File: config.mk
export PLATFORM = sky130hd
export DESIGN_NAME = uart_frame_rx
export DESIGN_NICKNAME = d
export VERILOG_FILES = /design/src/rtl/uart_frame_rx.sv
export SDC_FILE = /design/constraint.sdc
export NUM_CORES = 1
export LEC_CHECK = 0
export CAP_MARGIN = 5
export CORE_MARGIN = 2
export CORE_UTILIZATION = 58
export DETAILED_ROUTE_END_ITERATION = 12
export MAX_ROUTING_LAYER = met4
export PLACE_DENSITY = 0.77
export SLEW_MARGIN = 10
export SYNTH_ARGS = -nofsm -noshare
export SYNTH_HDL_FRONTEND = slang
export SYNTH_SLANG_ARGS = --single-unit
File: constraint.sdc
create_clock -name clk -period 2.8 [get_ports clk]
set_input_delay 0.42 -clock clk [delete_from_list [all_inputs] [get_ports clk]]
set_output_delay 0.42 -clock clk [all_outputs]
set_load 0.05 [all_outputs]
File: src/rtl/uart_frame_rx.sv
// Oversampling UART receiver: start, DATA_WIDTH data bits MSB first, even parity, stop.
// The byte is presented on a valid/ready port with parity, framing and overrun status.
module uart_frame_rx #(
    parameter int OVERSAMBLE = 16,
    parameter int CLK_FREQ   = 10_000_000,
    parameter int DATA_WIDTH = 8
) (
    input  logic                  clk,
    input  logic                  rst,
    input  logic [1:0]            SelBaudRate,
    input  logic                  rx,
    output logic [DATA_WIDTH-1:0] rx_data,
    output logic                  rx_valid,
    input  logic                  rx_ready,
    output logic                  parity_err,
    output logic                  frame_err,
    output logic                  overrun,
    output logic                  busy
);

    localparam int DIV_RAW_0 = CLK_FREQ / (4800 * OVERSAMBLE);
    localparam int DIV_RAW_1 = CLK_FREQ / (9600 * OVERSAMBLE);
    localparam int DIV_RAW_2 = CLK_FREQ / (57600 * OVERSAMBLE);
    localparam int DIV_RAW_3 = CLK_FREQ / (115200 * OVERSAMBLE);
    localparam int DIV_0 = (DIV_RAW_0 < 1) ? 1 : DIV_RAW_0;
    localparam int DIV_1 = (DIV_RAW_1 < 1) ? 1 : DIV_RAW_1;
    localparam int DIV_2 = (DIV_RAW_2 < 1) ? 1 : DIV_RAW_2;
    localparam int DIV_3 = (DIV_RAW_3 < 1) ? 1 : DIV_RAW_3;

    localparam int TW = $clog2(OVERSAMBLE);
    localparam int BW = $clog2(DATA_WIDTH);
    localparam logic [TW-1:0] HALF_LAST = TW'(OVERSAMBLE / 2 - 1);
    localparam logic [TW-1:0] FULL_LAST = TW'(OVERSAMBLE - 1);
    localparam logic [BW-1:0] BIT_LAST  = BW'(DATA_WIDTH - 1);

    typedef enum logic [2:0] {
        S_IDLE,
        S_START,
        S_DATA,
        S_PARITY,
        S_STOP,
        S_BREAK
    } state_t;

    state_t                state_q, state_d;
    logic                  sync1_q, rxs_q;
    logic [1:0]            sel_q, sel_d;
    logic [31:0]           div_cnt_q, div_cnt_d;
    logic [TW-1:0]         tick_cnt_q, tick_cnt_d;
    logic [BW-1:0]         bit_cnt_q, bit_cnt_d;
    logic [DATA_WIDTH-1:0] shreg_q, shreg_d;
    logic                  perr_q, perr_d;
    logic [DATA_WIDTH-1:0] rx_data_q, rx_data_d;
    logic                  rx_valid_q, rx_valid_d;
    logic                  parity_err_q, parity_err_d;
    logic                  frame_err_q, frame_err_d;
    logic                  overrun_q, overrun_d;
    logic [31:0]           div_last;
    logic                  tick;
    logic                  frame_done;

    always_comb begin
        case (sel_q)
            2'b00:   div_last = 32'(DIV_0 - 1);
            2'b01:   div_last = 32'(DIV_1 - 1);
            2'b10:   div_last = 32'(DIV_2 - 1);
            default: div_last = 32'(DIV_3 - 1);
        endcase
    end

    assign tick = (div_cnt_q == div_last);

    always_comb begin
        state_d      = state_q;
        sel_d        = sel_q;
        div_cnt_d    = div_cnt_q;
        tick_cnt_d   = tick_cnt_q;
        bit_cnt_d    = bit_cnt_q;
        shreg_d      = shreg_q;
        perr_d       = perr_q;
        rx_data_d    = rx_data_q;
        rx_valid_d   = rx_valid_q;
        parity_err_d = parity_err_q;
        frame_err_d  = frame_err_q;
        overrun_d    = 1'b0;
        frame_done   = 1'b0;

        if (rx_valid_q && rx_ready) begin
            rx_valid_d = 1'b0;
        end

        if (state_q != S_IDLE) begin
            div_cnt_d = tick ? 32'd0 : div_cnt_q + 32'd1;
        end

        case (state_q)
            S_IDLE: begin
                if (!rxs_q) begin
                    state_d    = S_START;
                    sel_d      = SelBaudRate;
                    div_cnt_d  = 32'd0;
                    tick_cnt_d = '0;
                    bit_cnt_d  = '0;
                    perr_d     = 1'b0;
                end
            end
            S_START: begin
                if (tick) begin
                    if (tick_cnt_q == HALF_LAST) begin
                        tick_cnt_d = '0;
                        state_d    = rxs_q ? S_IDLE : S_DATA;
                    end else begin
                        tick_cnt_d = tick_cnt_q + TW'(1);
                    end
                end
            end
            S_DATA: begin
                if (tick) begin
                    if (tick_cnt_q == FULL_LAST) begin
                        tick_cnt_d = '0;
                        shreg_d    = {shreg_q[DATA_WIDTH-2:0], rxs_q};
                        bit_cnt_d  = bit_cnt_q + BW'(1);
                        if (bit_cnt_q == BIT_LAST) begin
                            state_d = S_PARITY;
                        end
                    end else begin
                        tick_cnt_d = tick_cnt_q + TW'(1);
                    end
                end
            end
            S_PARITY: begin
                if (tick) begin
                    if (tick_cnt_q == FULL_LAST) begin
                        tick_cnt_d = '0;
                        perr_d     = (rxs_q != ^shreg_q);
                        state_d    = S_STOP;
                    end else begin
                        tick_cnt_d = tick_cnt_q + TW'(1);
                    end
                end
            end
            S_STOP: begin
                if (tick) begin
                    if (tick_cnt_q == FULL_LAST) begin
                        tick_cnt_d = '0;
                        frame_done = 1'b1;
                        state_d    = rxs_q ? S_IDLE : S_BREAK;
                    end else begin
                        tick_cnt_d = tick_cnt_q + TW'(1);
                    end
                end
            end
            S_BREAK: begin
                // A held-low line must go high again before a new start is accepted.
                if (rxs_q) begin
                    state_d = S_IDLE;
                end
            end
            default: state_d = S_IDLE;
        endcase

        if (frame_done) begin
            if (!rx_valid_q || rx_ready) begin
                rx_data_d    = shreg_q;
                parity_err_d = perr_q;
                frame_err_d  = !rxs_q;
                rx_valid_d   = 1'b1;
            end else begin
                overrun_d = 1'b1;
            end
        end
    end

    always_ff @(posedge clk or posedge rst) begin
        if (rst) begin
            state_q      <= S_IDLE;
            sync1_q      <= 1'b1;
            rxs_q        <= 1'b1;
            sel_q        <= 2'b00;
            div_cnt_q    <= 32'd0;
            tick_cnt_q   <= '0;
            bit_cnt_q    <= '0;
            shreg_q      <= '0;
            perr_q       <= 1'b0;
            rx_data_q    <= '0;
            rx_valid_q   <= 1'b0;
            parity_err_q <= 1'b0;
            frame_err_q  <= 1'b0;
            overrun_q    <= 1'b0;
        end else begin
            state_q      <= state_d;
            sync1_q      <= rx;
            rxs_q        <= sync1_q;
            sel_q        <= sel_d;
            div_cnt_q    <= div_cnt_d;
            tick_cnt_q   <= tick_cnt_d;
            bit_cnt_q    <= bit_cnt_d;
            shreg_q      <= shreg_d;
            perr_q       <= perr_d;
            rx_data_q    <= rx_data_d;
            rx_valid_q   <= rx_valid_d;
            parity_err_q <= parity_err_d;
            frame_err_q  <= frame_err_d;
            overrun_q    <= overrun_d;
        end
    end

    assign rx_data    = rx_data_q;
    assign rx_valid   = rx_valid_q;
    assign parity_err = parity_err_q;
    assign frame_err  = frame_err_q;
    assign overrun    = overrun_q;
    assign busy       = (state_q != S_IDLE);

endmodule

==> key figures <==
Setup path
  – WS Path Type: reg2reg
  – Setup crit end kind: flop
  – CP Data Required Time: 3030 ps
  – Arr. time, crit path: 2710 ps
  – Crit start category: flop
  – Worst-path fanout max: 11

STA
  – Max-slew headroom: 48.5%
  – Pins over their slew limit: 0
  – RSZ-0062 raised after global routing: false
  – Layout Skew: 7.77 ps
  – Hold Slack: 357 ps
  – Worst Tran Pin Value: 766 ps
  – Final Cycle Share: 88.6%
  – Setup-failing EPs final: 0
  – Achievable frequency: 0.403 GHz
  – Hold Vio Cnt, Final: 0
  – Post-route setup TNS: 0 ps
  – Crit path time final: 2480 ps

Synthesis
  – Synthesized area: 3740 um2
  – Yosys warns: 0
  – Synth Area in Adders: 1.34%
  – Largest family of logic cells by synthesized area: simple AND/OR/NAND/NOR gates
  – Number of flops mapped to enable cells by yosys: 0
  – Area share of the largest cell type after synthesis: 43.5%
  – Most used DFF post-synth: dfrtp_1
  – Synth area leaders: dfrtp_1 (44%), mux2_1 (5.4%), a31oi_1 (5.0%), nand3_1 (3.3%), nand2_1 (2.5%)
  – Ys async rst share: 100%
  – Synth Area in Compound Gates: 17.6%
  – XOR/XNOR Fraction of Synth Area: 1.88%
  – Post-synthesis register bit count: 67
  – Post-synthesis mux area share: 7.67%
  – Sequential area share after synthesis: 44.9%
  – Simple-gate share of the synthesized area: 21.8%
  – Area leader, netlist: dfrtp_1
  – Synth cell types: 61
  – Syn Area/Cell: 9.75 um2
  – Synthesized instance count: 383
  – Synthesized net count: 393

Die
  – Cell Rows: 29
  – Die area: 7100 um2
  – Initial cell density of the core: 59.5%
  – Die X: 84.3 um
  – CORE AREA: 6280 um2
  – Die H: 84.3 um
  – # IOs: 19

Detailed routing
  – Vias per cell: 6.67
  – Total via count in the routed design: 3217
  – DR DRC count: 0
  – DRT iter0 DRCs: 404
  – DRT antenna net count: 0
  – Routed WL: 8710 um
  – 1st-pass router iterations: 5
  – Drt wl/cell: 18.1 um

GRT
  – Met3 GRT Util: 4.72%
  – Global Route Usage Sum: 26.4%
  – GR Util met1: 35.1%
  – Initial antenna violation count: 0
  – Congestion Overflow GR: 0
  – Largest net degree at the start of global routing: 40
  – Global-route wire length before repair: 14600 um
  – Vias in the first global route: 2990
  – Global route hottest layer: met2
  – Grt met2 use: 41.0%

Placed design
  – PortBufs: 18
  – DP HPWL: 5840 um
  – Gpl congestion: 0.852
  – # placed instances: 466

Clocking
  – Clock buffer depth: 2
  – Post-CTS Setup Inserts: 0
  – Post-cts sizing count: 0
  – H-tree Lvls: 3
  – CTS tree: done
  – Root buffer cell: clkbuf_8
  – Clk slew on worst S/H paths: 80 ps
  – CTS Buf Count: 9
  – Clock Latency Late Sink: 350 ps
  – CTS Sinks: 67
  – Hold buffer count at cts: 0

Hold path
  – Hold crit path type: reg2reg

Final layout
  – Layout cells sized above 1: 10.4%
  – Fillers: 485
  – Fin nets: 410
  – Non-filler cells, final: 482
  – Antenna diode count: 0
  – Syn-to-layout area delta: 13.0%
  – Fin util: 67.2%

Power and ir drop
  – Worst vdd ir: 340 uV
  – Power Total: 2320 uW
  – Leakage: 0.00180 uW
  – Power density cells: 550 nW/um2

Job
  – Max_cap viols: 0

Run status
  – Run status: finished, final reports clean
## synth_stat cells (5+ instances only)
cell / count
nor2_1: 12
or3_1: 6
inv_1: 18
xnor2_1: 6
a31oi_1: 30
nor3_1: 12
o21ai_1: 8
and3_1: 7
clkbuf_1: 16
buf_2: 8
mux2_1: 18
o31ai_1: 8
nand4_1: 12
a22o_1: 7
a21oi_1: 5
o31a_1: 5
nand3_1: 25
nand2_1: 25
or4_1: 5
nor4_1: 13
mux2i_1: 5
dfrtp_1: 65
## power breakdown
part	switching [uW]	total (uW)	internal (uW)
clock network	409	824	415
registers	112	1150	1040
logic	189	343	154
## worst max-delay path, stage by stage (launching register included)
cell	delay [ps]
dfrtp_1	470
nor4_1	410
nand4_1	270
a211o_1	370
nor4_4	260
buf_4	220
mux2_1	340
## sequential cells by signal, summed over array words and instances, names as in the netlist
| register | flops |
|---|---|
| bit_cnt_q | 3 |
| div_cnt_q | 32 |
| frame_err | 1 |
| overrun | 1 |
| parity_err | 1 |
| perr_q | 1 |
| rx_data | 8 |
| rx_valid | 1 |
| rxs_q | 1 |
| sel_q | 2 |
| shreg_q | 8 |
| state_q | 3 |
| sync1_q | 1 |
| tick_cnt_q | 4 |
## routing by layer
layer,routed length (um),vias to the layer above
met5,0,-
met4,148,0
met3,407,15
met2,4240,112
met1,3910,1595
li1,-,1495
## through the flow
| stage | setup WS (ps) | instance area, um2 |
|---|---|---|
| global route | 196 | 4220 |
| CTS | 328 | 4220 |
| floorplan | 669 | 3740 |
| finish | 319 | 4220 |
| global placement | 415 | 4020 |
| detailed placement | 367 | 4020 |
## cell families after synthesis
| logic type | Yosys count |
|---|---|
| DFF | 67 |
| and+or+nand+nor | 142 |
| AOI/OAI and AO/OA | 92 |
| xor gates and xnor gates | 8 |
| buffers and inverters | 44 |
| adders and majority gates | 4 |
| muxes | 26 |
## final cells by class
cell class                      instances  area, um2  share of cell area (%)
Clock buffer                            9        124                    2.94
Clock inverter                          7       77.6                    1.84
Inverter                               19       71.3                    1.69
Multi-Input combinational cell        272       1900                    44.9
Sequential cell                        67       1680                    39.8
Tap cell                               77       96.3                    2.28
Timing Repair Buffer                   31        275                    6.52
## cell usage in the layout, fill, tap and decap left out, types with 3 or more instances in the layout
| master | count |
|---|---|
| buf_4 | 14 |
| nor2_1 | 12 |
| or4_1 | 5 |
| mux2_2 | 3 |
| xnor2_1 | 6 |
| mux2_1 | 18 |
| or3_1 | 6 |
| o31ai_1 | 8 |
| nor3b_1 | 3 |
| o21ai_1 | 8 |
| a31oi_1 | 30 |
| nor3_1 | 12 |
| o31a_1 | 5 |
| nand4_1 | 12 |
| nor4_1 | 13 |
| ha_1 | 4 |
| a41oi_1 | 3 |
| nand2b_1 | 4 |
| inv_1 | 17 |
| dfrtp_1 | 65 |
| nand2_1 | 25 |
| a22o_1 | 7 |
| clkinvlp_4 | 4 |
| clkbuf_8 | 9 |
| nand3_1 | 25 |
| a21oi_1 | 5 |
| and3_1 | 7 |
| o211ai_1 | 3 |
| mux2i_1 | 5 |
| clkdlybuf4s50_1 | 17 |
## final timing paths
kind | startpoint | endpoint | slack (ps) | depth (start not counted)
worst min-delay path | sync1_q | rxs_q | 360 | 0
worst max-delay path | div_cnt_q[18] | shreg_q[6] | 320 | 6
max in group asynchronous | rst | div_cnt_q[26] | 1550 | 3
worst min register to register | sync1_q | rxs_q | 360 | 0
worst max register to register | div_cnt_q[18] | shreg_q[6] | 320 | 6
min in group asynchronous | rst | rx_data[3] | 500 | 2
Note: power is estimated with default switching activity, not from simulation.
